<file path="src/rtl/i2c_pkg.sv">
// Shared types and constants for the I2C register-target controller.
// Holds the FSM state encoding, bus bit meanings and pointer-width helper.
package i2c_pkg;

    localparam int BYTE_W = 8;

    // Bus level the receiver drives/sees in the ACK slot.
    localparam logic ACK_BIT  = 1'b0;
    localparam logic NACK_BIT = 1'b1;

    // Bit 0 of the address byte.
    localparam logic RW_WRITE = 1'b0;
    localparam logic RW_READ  = 1'b1;

    typedef enum logic [3:0] {
        ST_IDLE     = 4'd0,
        ST_ADDR     = 4'd1,
        ST_ADDR_ACK = 4'd2,
        ST_PTR      = 4'd3,
        ST_PTR_ACK  = 4'd4,
        ST_WR       = 4'd5,
        ST_WR_ACK   = 4'd6,
        ST_RD       = 4'd7,
        ST_RD_ACK   = 4'd8,
        ST_IGNORE   = 4'd9
    } state_t;

    function automatic int calc_aw(input int num_regs);
        return (num_regs > 1) ? $clog2(num_regs) : 1;
    endfunction

endpackage

</file>
<file path="src/rtl/i2c_byte_shifter.sv">
// Byte shift register with bit counter, used both to receive bytes on SCL rise
// and to serialise read data MSB first on SCL fall.
module i2c_byte_shifter
    import i2c_pkg::*;
(
    input  logic              clock,
    input  logic              reset_n,
    input  logic              i_clear,
    input  logic              i_load,
    input  logic [BYTE_W-1:0] i_load_data,
    input  logic              i_shift_in,
    input  logic              i_bit,
    input  logic              i_shift_out,
    output logic [BYTE_W-1:0] o_data,
    output logic [2:0]        o_cnt,
    output logic              o_done
);

    logic [BYTE_W-1:0] r_data;
    logic [2:0]        r_cnt;
    logic              r_done;

    // Clear only resets the count; the data is kept so the FSM can still
    // inspect the byte that just completed.
    always_ff @(posedge clock or negedge reset_n) begin
        if (!reset_n) begin
            r_data <= '0;
            r_cnt  <= '0;
            r_done <= 1'b0;
        end else if (i_clear) begin
            r_cnt  <= '0;
            r_done <= 1'b0;
        end else if (i_load) begin
            r_data <= i_load_data;
            r_cnt  <= '0;
            r_done <= 1'b0;
        end else if (i_shift_in) begin
            r_data <= {r_data[BYTE_W-2:0], i_bit};
            r_cnt  <= r_cnt + 3'd1;
            if (r_cnt == 3'd7) begin
                r_done <= 1'b1;
            end
        end else if (i_shift_out) begin
            r_data <= {r_data[BYTE_W-2:0], 1'b0};
            r_cnt  <= r_cnt + 3'd1;
        end
    end

    assign o_data = r_data;
    assign o_cnt  = r_cnt;
    assign o_done = r_done;

endmodule

</file>
<file path="src/rtl/i2c_target_ctrl.sv">
// I2C target protocol engine exposing a simple register-file interface:
// address match, register pointer, auto-incrementing writes and reads.
module i2c_target_ctrl
    import i2c_pkg::*;
#(
    parameter int  REG_ADDR_BYTES = 1,
    parameter int  NUM_REGS       = 16,
    parameter int  WRAP_EN        = 1,
    parameter int  GEN_CALL_EN    = 0,
    localparam int AW             = calc_aw(NUM_REGS)
) (
    input  logic          clock,
    input  logic          reset_n,
    input  logic          start_det,
    input  logic          stop_det,
    input  logic          scl_rise,
    input  logic          scl_fall,
    input  logic          sda_in,
    input  logic [6:0]    dev_addr,
    input  logic [7:0]    rd_data,
    output logic          sda_oe,
    output logic [AW-1:0] reg_addr,
    output logic          wr_en,
    output logic [7:0]    wr_data,
    output logic          rd_strobe,
    output logic          busy,
    output logic          addr_err
);

    localparam logic [AW-1:0] LAST_REG   = AW'(NUM_REGS - 1);
    localparam logic          LAST_IDX   = 1'(REG_ADDR_BYTES - 1);
    localparam logic [16:0]   NUM_REGS_W = 17'(NUM_REGS);

    state_t        r_state;
    logic          r_sda_oe;
    logic [AW-1:0] r_reg_addr;
    logic          r_wr_en;
    logic [7:0]    r_wr_data;
    logic          r_rd_strobe;
    logic          r_addr_err;
    logic          r_rw;
    logic          r_mack;
    logic          r_sat;
    logic          r_ptr_idx;
    logic [7:0]    r_ptr_hi;

    logic          w_clear;
    logic          w_load;
    logic          w_shift_in;
    logic          w_shift_out;
    logic [7:0]    w_sh_data;
    logic [2:0]    w_sh_cnt;
    logic          w_sh_done;

    logic          w_addr_match;
    logic [15:0]   w_ptr;
    logic          w_ptr_bad;
    logic          w_ptr_last;
    logic [7:0]    w_rx_byte;
    logic          w_at_last;
    logic [AW-1:0] w_inc_addr;
    logic          w_inc_sat;

    i2c_byte_shifter u_shifter (
        .clock       (clock),
        .reset_n     (reset_n),
        .i_clear     (w_clear),
        .i_load      (w_load),
        .i_load_data (rd_data),
        .i_shift_in  (w_shift_in),
        .i_bit       (sda_in),
        .i_shift_out (w_shift_out),
        .o_data      (w_sh_data),
        .o_cnt       (w_sh_cnt),
        .o_done      (w_sh_done)
    );

    assign w_addr_match = (w_sh_data[7:1] == dev_addr) ||
                          ((GEN_CALL_EN != 0) && (w_sh_data[7:1] == 7'h00) &&
                           (w_sh_data[0] == RW_WRITE));
    assign w_ptr        = (REG_ADDR_BYTES == 2) ? {r_ptr_hi, w_sh_data} : {8'h00, w_sh_data};
    assign w_ptr_bad    = ({1'b0, w_ptr} >= NUM_REGS_W);
    assign w_ptr_last   = (r_ptr_idx == LAST_IDX);
    // Byte as it will stand after the sample taken this cycle.
    assign w_rx_byte    = {w_sh_data[6:0], sda_in};

    // Pointer advance: wrap to 0, or hold at the last register and flag saturation.
    assign w_at_last  = (r_reg_addr == LAST_REG);
    assign w_inc_addr = w_at_last ? ((WRAP_EN != 0) ? '0 : r_reg_addr) : (r_reg_addr + 1'b1);
    assign w_inc_sat  = w_at_last && (WRAP_EN == 0);

    always_comb begin
        w_clear     = 1'b0;
        w_load      = 1'b0;
        w_shift_in  = 1'b0;
        w_shift_out = 1'b0;
        if (start_det || stop_det) begin
            w_clear = 1'b1;
        end else begin
            case (r_state)
                ST_ADDR, ST_PTR, ST_WR: begin
                    if (scl_rise && !w_sh_done) w_shift_in = 1'b1;
                    if (scl_fall && w_sh_done)  w_clear    = 1'b1;
                end
                ST_ADDR_ACK: begin
                    if (scl_fall && (r_rw == RW_READ)) w_load = 1'b1;
                end
                ST_RD: begin
                    if (scl_fall) begin
                        if (w_sh_cnt == 3'd7) w_clear     = 1'b1;
                        else                  w_shift_out = 1'b1;
                    end
                end
                ST_RD_ACK: begin
                    if (scl_fall && r_mack) w_load = 1'b1;
                end
                default: ;
            endcase
        end
    end

    always_ff @(posedge clock or negedge reset_n) begin
        if (!reset_n) begin
            r_state     <= ST_IDLE;
            r_sda_oe    <= 1'b0;
            r_reg_addr  <= '0;
            r_wr_en     <= 1'b0;
            r_wr_data   <= '0;
            r_rd_strobe <= 1'b0;
            r_addr_err  <= 1'b0;
            r_rw        <= 1'b0;
            r_mack      <= 1'b0;
            r_sat       <= 1'b0;
            r_ptr_idx   <= 1'b0;
            r_ptr_hi    <= '0;
        end else begin
            r_wr_en     <= 1'b0;
            r_rd_strobe <= 1'b0;
            r_addr_err  <= 1'b0;
            if (stop_det) begin
                r_state  <= ST_IDLE;
                r_sda_oe <= 1'b0;
            end else if (start_det) begin
                // reg_addr is deliberately kept so a repeated-START read follows a pointer write.
                r_state   <= ST_ADDR;
                r_sda_oe  <= 1'b0;
                r_mack    <= 1'b0;
                r_ptr_idx <= 1'b0;
            end else begin
                case (r_state)
                    ST_ADDR: begin
                        if (scl_fall && w_sh_done) begin
                            r_rw <= w_sh_data[0];
                            if (w_addr_match) begin
                                r_state  <= ST_ADDR_ACK;
                                r_sda_oe <= 1'b1;
                            end else begin
                                r_state <= ST_IGNORE;
                            end
                        end
                    end
                    ST_ADDR_ACK: begin
                        if (scl_fall) begin
                            if (r_rw == RW_READ) begin
                                r_state     <= ST_RD;
                                r_rd_strobe <= 1'b1;
                                r_sda_oe    <= ~rd_data[7];
                            end else begin
                                r_state   <= ST_PTR;
                                r_sda_oe  <= 1'b0;
                                r_ptr_idx <= 1'b0;
                            end
                        end
                    end
                    ST_PTR: begin
                        if (scl_fall && w_sh_done) begin
                            if (!w_ptr_last) begin
                                r_ptr_hi <= w_sh_data;
                                r_state  <= ST_PTR_ACK;
                                r_sda_oe <= 1'b1;
                            end else if (w_ptr_bad) begin
                                r_addr_err <= 1'b1;
                                r_state    <= ST_IGNORE;
                            end else begin
                                r_reg_addr <= w_ptr[AW-1:0];
                                r_sat      <= 1'b0;
                                r_state    <= ST_PTR_ACK;
                                r_sda_oe   <= 1'b1;
                            end
                        end
                    end
                    ST_PTR_ACK: begin
                        if (scl_fall) begin
                            r_sda_oe <= 1'b0;
                            if (w_ptr_last) begin
                                r_state <= ST_WR;
                            end else begin
                                r_ptr_idx <= 1'b1;
                                r_state   <= ST_PTR;
                            end
                        end
                    end
                    ST_WR: begin
                        if (scl_rise && (w_sh_cnt == 3'd7) && !w_sh_done && !r_sat) begin
                            r_wr_en   <= 1'b1;
                            r_wr_data <= w_rx_byte;
                        end
                        if (scl_fall && w_sh_done) begin
                            if (r_sat) begin
                                r_addr_err <= 1'b1;
                                r_state    <= ST_IGNORE;
                            end else begin
                                r_state  <= ST_WR_ACK;
                                r_sda_oe <= 1'b1;
                            end
                        end
                    end
                    ST_WR_ACK: begin
                        if (scl_fall) begin
                            r_sda_oe   <= 1'b0;
                            r_state    <= ST_WR;
                            r_reg_addr <= w_inc_addr;
                            r_sat      <= w_inc_sat;
                        end
                    end
                    ST_RD: begin
                        if (scl_fall) begin
                            if (w_sh_cnt == 3'd7) begin
                                r_sda_oe <= 1'b0;
                                r_state  <= ST_RD_ACK;
                                r_mack   <= 1'b0;
                            end else begin
                                r_sda_oe <= ~w_sh_data[6];
                            end
                        end
                    end
                    ST_RD_ACK: begin
                        // Advance on the ACK sample so rd_data is valid by the next fall.
                        if (scl_rise) begin
                            if (sda_in == ACK_BIT) begin
                                r_mack     <= 1'b1;
                                r_reg_addr <= w_inc_addr;
                                r_sat      <= w_inc_sat;
                            end else begin
                                r_state <= ST_IGNORE;
                            end
                        end else if (scl_fall && r_mack) begin
                            r_state     <= ST_RD;
                            r_rd_strobe <= 1'b1;
                            r_sda_oe    <= ~rd_data[7];
                            r_mack      <= 1'b0;
                        end
                    end
                    default: ;
                endcase
            end
        end
    end

    assign sda_oe    = r_sda_oe;
    assign reg_addr  = r_reg_addr;
    assign wr_en     = r_wr_en;
    assign wr_data   = r_wr_data;
    assign rd_strobe = r_rd_strobe;
    assign addr_err  = r_addr_err;
    assign busy      = (r_state != ST_IDLE);

endmodule
</file>
<file path="config.mk">
export PLATFORM = sky130hd
export DESIGN_NAME = i2c_target_ctrl
export DESIGN_NICKNAME = d
export VERILOG_FILES = /design/src/rtl/i2c_pkg.sv /design/src/rtl/i2c_byte_shifter.sv /design/src/rtl/i2c_target_ctrl.sv
export SDC_FILE = /design/constraint.sdc
export NUM_CORES = 1
export LEC_CHECK = 0
export BUFFER_PORTS_ARGS = -buffer_cell sky130_fd_sc_hd__buf_2
export CORE_AREA = 2 2 89 91
export DETAILED_ROUTE_END_ITERATION = 7
export DIE_AREA = 0 0 91 93
export SYNTH_ARGS = -nofsm -noshare
export SYNTH_HDL_FRONTEND = slang
export SYNTH_SLANG_ARGS = --single-unit
</file>
<file path="constraint.sdc">
create_clock -name clock -period 5.2 [get_ports clock]
set_input_delay 0.26 -clock clock [delete_from_list [all_inputs] [get_ports clock]]
set_output_delay 0.26 -clock clock [all_outputs]
set_load 0.005 [all_outputs]
</file>
==> metrics.txt, run 1 <==
Setup CP Type=reg2reg; dpl hpwl=3.97 mm; period utilisation layout=48.7%; Reg2Reg Setup Slack=2.67 ns; Via density=5.29; critical path's top delay family=compound AO/OA/AOI/OAI gates; worst hold slack=0.0362 ns; I/O Pins=39; first-pass GRT wire length=8.98 mm; largest net degree at the start of global routing=35; initial antenna violation count=0; reg2reg start=r_state[0]; Worst EP arrival=2.70 ns; final setup vio count=0; Worst-Skew Late Latency=0.29 ns; initial core utilization=28.9%; Worst Setup Start Kind=flip-flop; Main synth FF type=dfrtp_1; Leak=1.16 nW; Die W=91 µm; vias in the first global route=1,769; Max H-tree Level=2; Worst-Margin Slew=0.920 ns; Final Hold Viols=0; Yosys reg bits=34; Antenna diodes=0; post-synthesis sequential area ratio=39.1%; worst-path maximum fanout=24; RD Place Congestion=0.898; Synth Cell Area=2180 µm²; GR Util All Layers=13.3%; DRT Wirelength=5.45 mm; Post-Syn Nets=247; number of gates resized after cts=0; die area=8460 µm²; Max-cap violations=0; worst reg2reg endpoint=u_shifter.o_data[5]; total number of vias=1,889; total CTS buffers=5; Root Buffer=clkbuf_8; fin crit period=2.53 ns; Clock Pin Slew Worst Setup and Hold Paths=0.08 ns; router iterations before antenna repair=4; R2R cell count=5; core area=7530 µm²; floorplan row count=32; most frequent cell after synthesis=dfrtp_1; drt drc=0; Layout area overhead=17.4%; synth cell count leaders=34 x dfrtp_1, 18 x nor2_1, 14 x mux2_2; Yosys top cell by area=dfrtp_1; Ys Warns=0; worst vdd ir=0.000209 V; Layout Nets=279; Worst Hold Class=in2async; status=completed; Post-DRT Antenna Nets=0; crit path max-delay cell type=dfrtp_1; max-slew violation count=0; top area cells in the synthesized netlist=dfrtp_1 39%, mux2_2 7.2%, a221o_1 4.1%, nor2_1 3.1%, nor3b_1 3.1%; cell chain of the critical path=nand2b_1 -> nor4b_1 -> o21a_1 -> nor3b_1 -> a221o_1; drt wl/cell=15.3 µm; Mapped Avg Cell Area=9.80 µm²; worst path bufs/invs=0; fraction of layout cells with a size suffix above 1=27.8%; Cell variety after synth=57; Crit. End Element=flip-flop; clk sink count=34; # hold bufs at CTS=0; CTS tree=yes; total power=0.00106 W; Starting DRT DRC Count=378; port bufs=38; Worst Clk Skew=0.00545 ns; critical path required time=5.37 ns; Synth top area share=39.1%; EDFF count, synth=0; Post CTS Setup Buffer Count=0; CP peak stage delay=0.88 ns; Die H=93 µm; Syn Inst Count=222; Async SR Flop Fraction=100%; Pwr per Cell Area=413 nW/µm²; total gr overflow=0; Max Freq=0.395 GHz; RSZ-0062 raised after global routing=no; Total Neg Setup Slack=0 ns; Clock Tree Buf Depth=2; slew margin rel.=38.4%
==> final cells by class <==
| class | count | area, µm² |
|---|---|---|
| clock buffers | 5 | 68.8 |
| fillers | 810 | 4970 |
| inverters | 8 | 30.0 |
| clock inverters | 3 | 68.8 |
| multi-input cells | 167 | 1220 |
| repair buffers | 38 | 190 |
| flip-flops and latches | 34 | 851 |
| well taps | 102 | 128 |
==> registers in the layout, indices dropped and copies added (netlist names), 3 cells and up <==
| name | flops |
|---|---|
| u_shifter.o_cnt | 3 |
| wr_data | 8 |
| u_shifter.o_data | 8 |
| reg_addr | 4 |
| r_state | 4 |
==> cell families (layout without fill, tap and decap cells) <==
| group | count (synthesis) | in the layout | synth area share, % |
|---|---|---|---|
| adders and majority gates | 3 | 3 | 1.73 |
| and+or+nand+nor | 77 | 77 | 20.6 |
| buffers and inverters | 21 | 54 | 4.89 |
| muxes | 21 | 21 | 10.7 |
| DFF | 34 | 34 | 39.1 |
| xor gates and xnor gates | 8 | 8 | 3.22 |
| AOI/OAI and AO/OA | 58 | 58 | 19.8 |
==> worst max-delay path by stage <==
stage | slack (ns) | endpoint | startpoint | cells after the start
after detailed placement | 2.72 | u_shifter.o_data[5] | r_state[0] | 5
after global routing | 2.46 | u_shifter.o_data[4] | r_state[0] | 5
after CTS | 2.70 | u_shifter.o_data[5] | r_state[0] | 5
final | 2.67 | u_shifter.o_data[5] | r_state[0] | 5
after floorplan | 3.31 | reg_addr[0] | r_state[2] | 5
after global placement | 2.79 | u_shifter.o_data[6] | r_state[0] | 5
==> stage by stage <==
step	util [%]	cell area (µm²)	instances	setup WS, ns
floorplan	-	2180	222	3.31
global placement	32.1	2420	349	2.79
detailed placement	32.1	2420	349	2.72
CTS	33.9	2550	357	2.70
global route	33.9	2550	357	2.46
finish	33.9	2550	357	2.67
==> layout by cell type, fill, tap and decap left out, types with 2 or more instances in the layout <==
master | synthesis | layout
nor2b_1 | 3 | 3
a31oi_1 | 6 | 6
nand3_1 | 5 | 5
buf_2 | 4 | 38
a21oi_1 | 10 | 10
bufinv_16 | 0 | 2
ha_1 | 3 | 3
nand2_1 | 12 | 12
mux2_2 | 14 | 14
or3_1 | 2 | 2
dfrtp_1 | 34 | 34
nor4_1 | 4 | 4
a41oi_1 | 2 | 2
nor3_1 | 2 | 2
o32ai_1 | 2 | 2
mux2i_1 | 6 | 6
nand4_1 | 3 | 3
nor3b_1 | 9 | 9
nand2b_1 | 7 | 7
clkbuf_8 | 0 | 5
inv_1 | 8 | 8
o21ai_0 | 9 | 9
xor2_1 | 7 | 7
nor2_1 | 18 | 18
o22ai_1 | 3 | 3
a221o_1 | 9 | 9
nand3b_1 | 2 | 2
==> report_power, final <==
part / internal [W] / switching, W / total, W
Sequential: 0.000312 / 0.000110 / 0.000422
Combinational: 0.000170 / 0.000165 / 0.000335
Clock: 0.000192 / 0.000107 / 0.000299
Total: 0.000674 / 0.000382 / 0.00106
==> routing by layer <==
metal | global-route usage, % | share of wire, % | up-vias | wire (µm)
li1 | - | - | 897 | -
met1 | 19.0 | 48 | 898 | 2610
met2 | 19.6 | 43 | 81 | 2370
met3 | 2.90 | 6.6 | 13 | 358
met4 | 5.18 | 2.2 | 0 | 118
met5 | 0 | 0 | - | 0
Power figures use the tool's default switching activity.
==> inputs of run 2 (changes only) <==
==> constraint.sdc (replaced) <==
create_clock -name clock -period 2.55 [get_ports clock]
set_input_delay 0.1275 -clock clock [delete_from_list [all_inputs] [get_ports clock]]
set_output_delay 0.1275 -clock clock [all_outputs]
set_load 0.005 [all_outputs]
==> run 2 against run 1 <==
  * Count of clock-buffer cells in the layout stayed put
  * Maximum frequency is 14% higher
  * Utilization is 0.83 points higher
  * Via count is 2.4% higher
  * Critical endpoint is now r_state[1]
  * Highest routed layer unchanged
==> metrics.txt, run 2 (synthesis results as in run 1) <==
number of gates resized after cts=0 (unchanged); R2R cell count=5 (unchanged); router iterations before antenna repair=4 (unchanged); critical path required time=2.72 ns (was 5.37 ns); Metal-1 WL=2.59 mm (was 2.61 mm); initial antenna violation count=0 (unchanged); reg2reg start=r_state[1] (was r_state[0]); Max Freq=0.451 GHz (was 0.395 GHz); Combinational Power Share=34.0% (was 31.7%); Post-DRT Antenna Nets=0 (unchanged); register area=851 µm² (unchanged); hold path endpoint=u_shifter.o_data[3]; Worst Clk Skew=0.00700 ns (was 0.00545 ns); vias in the first global route=1,855 (was 1,769); floorplan row count=32 (unchanged); largest net degree at the start of global routing=35 (unchanged); Worst-Margin Slew=0.778 ns (was 0.920 ns); Worst-Skew Late Latency=0.29 ns (about the same); metal3 WL=390 µm (was 358 µm); CTS tree=yes (unchanged); die area=8460 µm² (unchanged); Antenna diodes=0 (unchanged); Final Hold Viols=0 (unchanged); hold_sp=rd_data[3]; Clock Tree Buf Depth=2 (unchanged); Starting DRT DRC Count=179 (was 378); initial core utilization=28.9% (unchanged); PnR worst setup slack=0.332 ns (was 2.67 ns); Worst EP arrival=2.39 ns (was 2.70 ns); Post CTS Setup Buffer Count=0 (unchanged); period utilisation layout=87.0% (was 48.7%); Net Sw Frac=36.1% (was 36.2%); clock network fraction of design power=27.5% (was 28.3%); P_int=0.00139 W (was 0.000674 W); met2 WL=2.51 mm (was 2.37 mm); RD Place Congestion=0.929 (was 0.898); Root Buffer=clkbuf_8 (unchanged); worst vdd ir=0.000441 V (was 0.000209 V); Max H-tree Level=2 (unchanged); Fill cells=812 (was 810); RSZ-0062 raised after global routing=no (unchanged); worst reg2reg endpoint=r_state[1] (was u_shifter.o_data[5]); Leak=1.20 nW (was 1.16 nW); final setup vio count=0 (unchanged); clk sink count=34 (unchanged); Die W=91 µm (unchanged); total number of vias=1,935 (was 1,889); worst-path maximum fanout=22 (was 24); DRT Wirelength=5.57 mm (was 5.45 mm); max-slew violation count=0 (unchanged); Reg power frac=38.4% (was 40.0%); first-pass GRT wire length=9.31 mm (was 8.98 mm); total CTS buffers=5 (unchanged); dpl hpwl=4.08 mm (was 3.97 mm); Max-cap violations=0 (unchanged); drt wl/cell=15.3 µm (about the same); drt drc=0 (unchanged); Layout Nets=287 (was 279); status=completed (unchanged); fin crit period=2.22 ns (was 2.53 ns); pre-CTS setup slack=0.369 ns (was 2.72 ns); slew margin rel.=48.1% (was 38.4%); GR Util All Layers=13.6% (was 13.3%); Pwr per Cell Area=835 nW/µm² (was 413 nW/µm²); port bufs=38 (unchanged); total gr overflow=0 (unchanged); Worst Setup Start Kind=flip-flop (unchanged); Setup CP Type=reg2reg (unchanged); Net Sw Power=0.000790 W (was 0.000382 W); commonest cells after routing, fill and taps aside=38 x buf_2, 34 x dfrtp_1, 18 x nor2_1 (unchanged); Via density=5.30 (was 5.29); Worst Hold Class=in2reg (was in2async); core area=7530 µm² (unchanged); uppermost layer routed=met4 (unchanged); Total Neg Setup Slack=0 ns (unchanged); Reg2Reg Setup Slack=0.33 ns (was 2.67 ns); worst hold path depth=2; Clock Pin Slew Worst Setup and Hold Paths=0.08 ns (about the same); most common cell after layout, fill and taps aside=buf_2 (unchanged); Core Util, Final=34.8% (was 33.9%); Crit. End Element=flip-flop (unchanged); Die H=93 µm (unchanged); Layout area overhead=20.3% (was 17.4%); fraction of layout cells with a size suffix above 1=29.7% (was 27.8%); I/O Pins=39 (unchanged); area of the multi-input gates=1220 µm² (unchanged); total power=0.00218 W (was 0.00106 W)
-- run 2: changes by cell type in the layout (fill, tap and decap cells not counted) --
cell	before	now
buf_4	0	7
dlygate4sd3_1	0	1
-- run 2: stage by stage --
step	std cells	hold WS (ns)	cell area [µm²]
final	365	0.0626	2620
after global routing	365	0.0647	2620
after CTS	365	0.0566	2620
after detailed placement	356	0.253	2470
after global placement	356	0.250	2470
after floorplan	222	-0.168	2180
-- run 2: area by class of cell --
cell class | instances | area share, %
Inverter | 8 | 1.15
Multi-Input combinational cell | 167 | 46.6
Sequential cell | 34 | 32.5
Clock inverter | 3 | 2.63
Tap cell | 102 | 4.88
Clock buffer | 5 | 2.63
Timing Repair Buffer | 46 | 9.66
-- run 2: worst max-delay path by stage --
stage	startpoint	endpoint	slack, ns	cells after the start
3_3_place_gp	r_state[1]	r_state[1]	0.41	5
6_report	r_state[1]	r_state[1]	0.33	5
3_5_place_dp	r_state[1]	r_state[1]	0.37	5
5_1_grt	r_state[1]	r_state[1]	0.21	5
2_1_floorplan	r_state[2]	reg_addr[0]	0.66	5
4_1_cts	r_state[1]	r_state[1]	0.35	5
-- run 2: layer usage --
| layer | global-route usage, % | up-vias |
|---|---|---|
| li1 | - | 914 |
| met3 | 3.06 | 12 |
| met2 | 20.9 | 84 |
| met4 | 4.42 | 0 |
| met5 | 0 | - |
| met1 | 19.1 | 925 |
-- run 2: worst max-delay path: stages (launching register included) --
cell and delay, ns:
dfrtp_1 0.63, nor4b_4 0.65, o211ai_1 0.20, nand3_1 0.13, a21o_2 0.18, mux2_4 0.30
-- run 2: power groups by stage --
stage | Clock, W | Sequential [W] | Combinational, W
floorplan | 0 | 0.000756 | 0.000592
global placement | 0 | 0.000845 | 0.000735
detailed placement | 0 | 0.000849 | 0.000731
CTS | 0.000614 | 0.000838 | 0.000738
global route | 0.000636 | 0.000860 | 0.000816
finish | 0.000602 | 0.000839 | 0.000743
-- run 2: what timing repair did --
item / in CTS / in global routing
hold buffers: 1 / 0
endpoints found under the hold margin: 34 / 0
endpoints found under the setup margin: 0 / 0
==> inputs of run 3 (changes only) <==
==> constraint.sdc (replaced) <==
create_clock -name clock -period 2.5 [get_ports clock]
set_input_delay 0.125 -clock clock [delete_from_list [all_inputs] [get_ports clock]]
set_output_delay 0.125 -clock clock [all_outputs]
set_load 0.005 [all_outputs]
==> run 3 against run 2 <==
  * Design area unchanged
  * Critical path depth increased by 1
  * Non-clock buffer count unchanged
  * Routed wire length increased by 6.5%
  * Global-route usage increased by 1.0 points
  * Clock skew increased by 0.0046 ns
  * Critical endpoint unchanged
  * Utilization unchanged
  * Worst setup slack got worse by 0.088 ns
  * Highest routed layer unchanged
  * Combinational power increased by 2.7%
  * Final cell count unchanged
  * First-iteration DRC count increased by 27%
  * Sequential cell count unchanged
==> metrics.txt, run 3 (synthesis results as in run 1) <==
Die H=93 µm (unchanged); worst hold path depth=2 (unchanged); total gr overflow=0 (unchanged); Fill cells=815 (was 812); crit path max-delay cell type=dfrtp_1 (was nor4b_4); I/O Pins=39 (unchanged); Starting DRT DRC Count=228 (was 179); Core Util, Final=34.8% (unchanged); total number of vias=1,950 (was 1,935); fin crit period=2.26 ns (was 2.22 ns); Reg2Reg Setup Slack=0.24 ns (was 0.33 ns); RD Place Congestion=0.941 (was 0.929); worst-path maximum fanout=15 (was 22); clock network fraction of design power=27.8% (was 27.5%); status=completed (unchanged); Worst Setup Start Kind=flip-flop (unchanged); worst reg2reg endpoint=r_state[1] (unchanged); P_int=0.00142 W (was 0.00139 W); period utilisation layout=90.2% (was 87.0%); largest net degree at the start of global routing=35 (unchanged); critical path required time=2.68 ns (was 2.72 ns); worst vdd ir=0.000361 V (was 0.000441 V); hold path endpoint=u_shifter.o_data[3] (unchanged); floorplan row count=32 (unchanged); Die W=91 µm (unchanged); Net Sw Power=0.000825 W (was 0.000790 W); vias in the first global route=1,891 (was 1,855); Max Freq=0.443 GHz (was 0.451 GHz); drt wl/cell=16.3 µm (was 15.3 µm); max-slew violation count=0 (unchanged); number of gates resized after cts=0 (unchanged); Final Hold Viols=0 (unchanged); fraction of layout cells with a size suffix above 1=29.7% (unchanged); router iterations before antenna repair=4 (unchanged); Max-cap violations=0 (unchanged); final setup vio count=0 (unchanged); Via density=5.34 (was 5.30); hold_sp=rd_data[3] (unchanged); slew margin rel.=48.1% (about the same); Post-DRT Antenna Nets=0 (unchanged); Antenna diodes=0 (unchanged); commonest cells after routing, fill and taps aside=38 x buf_2, 34 x dfrtp_1, 18 x nor2_1 (unchanged); drt drc=0 (unchanged); Total Neg Setup Slack=0 ns (unchanged); Net Sw Frac=36.7% (was 36.1%); RSZ-0062 raised after global routing=no (unchanged); Clock Pin Slew Worst Setup and Hold Paths=0.08 ns (about the same); port bufs=38 (unchanged); initial antenna violation count=0 (unchanged); core area=7530 µm² (unchanged); Post CTS Setup Buffer Count=0 (unchanged); DRT Wirelength=5.94 mm (was 5.57 mm); most common cell after layout, fill and taps aside=buf_2 (unchanged); CP peak stage delay=0.56 ns (was 0.65 ns); Combinational Power Share=33.9% (was 34.0%); Root Buffer=clkbuf_8 (unchanged); Max H-tree Level=2 (unchanged); Reg power frac=38.2% (was 38.4%); reg2reg start=r_state[0] (was r_state[1]); Clock Tree Buf Depth=2 (unchanged); Crit. End Element=flip-flop (unchanged); Leak=1.20 nW (unchanged); Worst Hold Class=in2reg (unchanged); Worst-Margin Slew=0.778 ns (about the same); first-pass GRT wire length=9.89 mm (was 9.31 mm); Setup CP Type=reg2reg (unchanged); Worst-Skew Late Latency=0.30 ns (was 0.29 ns); CTS tree=yes (unchanged); Worst Clk Skew=0.0116 ns (was 0.00700 ns); die area=8460 µm² (unchanged); clk sink count=34 (unchanged); Layout Nets=287 (unchanged); Pwr per Cell Area=859 nW/µm² (was 835 nW/µm²); Worst EP arrival=2.43 ns (was 2.39 ns); cell chain of the critical path=buf_4 -> nor4b_4 -> o211ai_1 -> nand3_1 -> a21o_2 -> mux2_4 (was nor4b_4 -> o211ai_1 -> nand3_1 -> a21o_2 -> mux2_4); dpl hpwl=4.27 mm (was 4.08 mm); R2R cell count=6 (was 5); GR Util All Layers=14.6% (was 13.6%); initial core utilization=28.9% (unchanged); total CTS buffers=5 (unchanged); Layout area overhead=20.3% (unchanged)
==> run 3: cell type report <==
cell class | instances | area (µm²) | area share, %
clock buffers | 5 | 68.8 | 2.63
clock inverters | 3 | 68.8 | 2.63
inverters | 8 | 30.0 | 1.15
multi-input cells | 167 | 1220 | 46.6
flip-flops and latches | 34 | 851 | 32.5
well taps | 102 | 128 | 4.88
repair buffers | 46 | 253 | 9.66
==> run 3: what timing repair did <==
item,4_1_cts,5_1_grt
hold endpoints to repair,34,0
hold buffers,1,0
setup endpoints to repair,0,0
==> run 3: metal layers <==
metal / track usage (%) / routed length (µm) / part of all wire [%]
met1: 20.3 / 2700 / 46
met2: 22.2 / 2730 / 46
met3: 2.98 / 370 / 6.2
met4: 6.44 / 128 / 2.2
met5: 0 / 0 / 0
==> run 3: power by group through the flow <==
stage          sequential, W  combinational, W  clock (W)
3_5_place_dp        0.000870          0.000759          0
4_1_cts             0.000860          0.000763   0.000635
3_3_place_gp        0.000860          0.000748          0
6_report            0.000860          0.000763   0.000626
2_1_floorplan       0.000771          0.000604          0
5_1_grt             0.000886          0.000847   0.000662
==> run 3: worst max path at each step <==
stage	startpoint	depth (start not counted)	end
after floorplan	r_state[2]	5	reg_addr[0]
after global placement	r_state[0]	6	r_state[1]
after detailed placement	r_state[0]	6	r_state[1]
after CTS	r_state[0]	6	r_state[1]
after global routing	r_state[0]	6	r_state[1]
final	r_state[0]	6	r_state[1]
==> run 3: critical path: cells and delay by family (launching register included) <==
family          cells  cell delay [ns]
buf+inv             1             0.27
flops               1             0.56
mux                 1             0.30
simple gates        2             0.63
compound gates      2             0.38
==> run 3: metrics by stage <==
stage,instance area (µm²),total power (W),std cells,hold WS (ns),setup slack [ns]
6_report,2620,0.00225,365,0.0457,0.244
3_3_place_gp,2470,0.00161,356,0.252,0.381
2_1_floorplan,2180,0.00137,222,-0.171,0.610
5_1_grt,2620,0.00239,365,0.0474,0.0603
4_1_cts,2620,0.00226,365,0.0404,0.289
3_5_place_dp,2470,0.00163,356,0.257,0.316
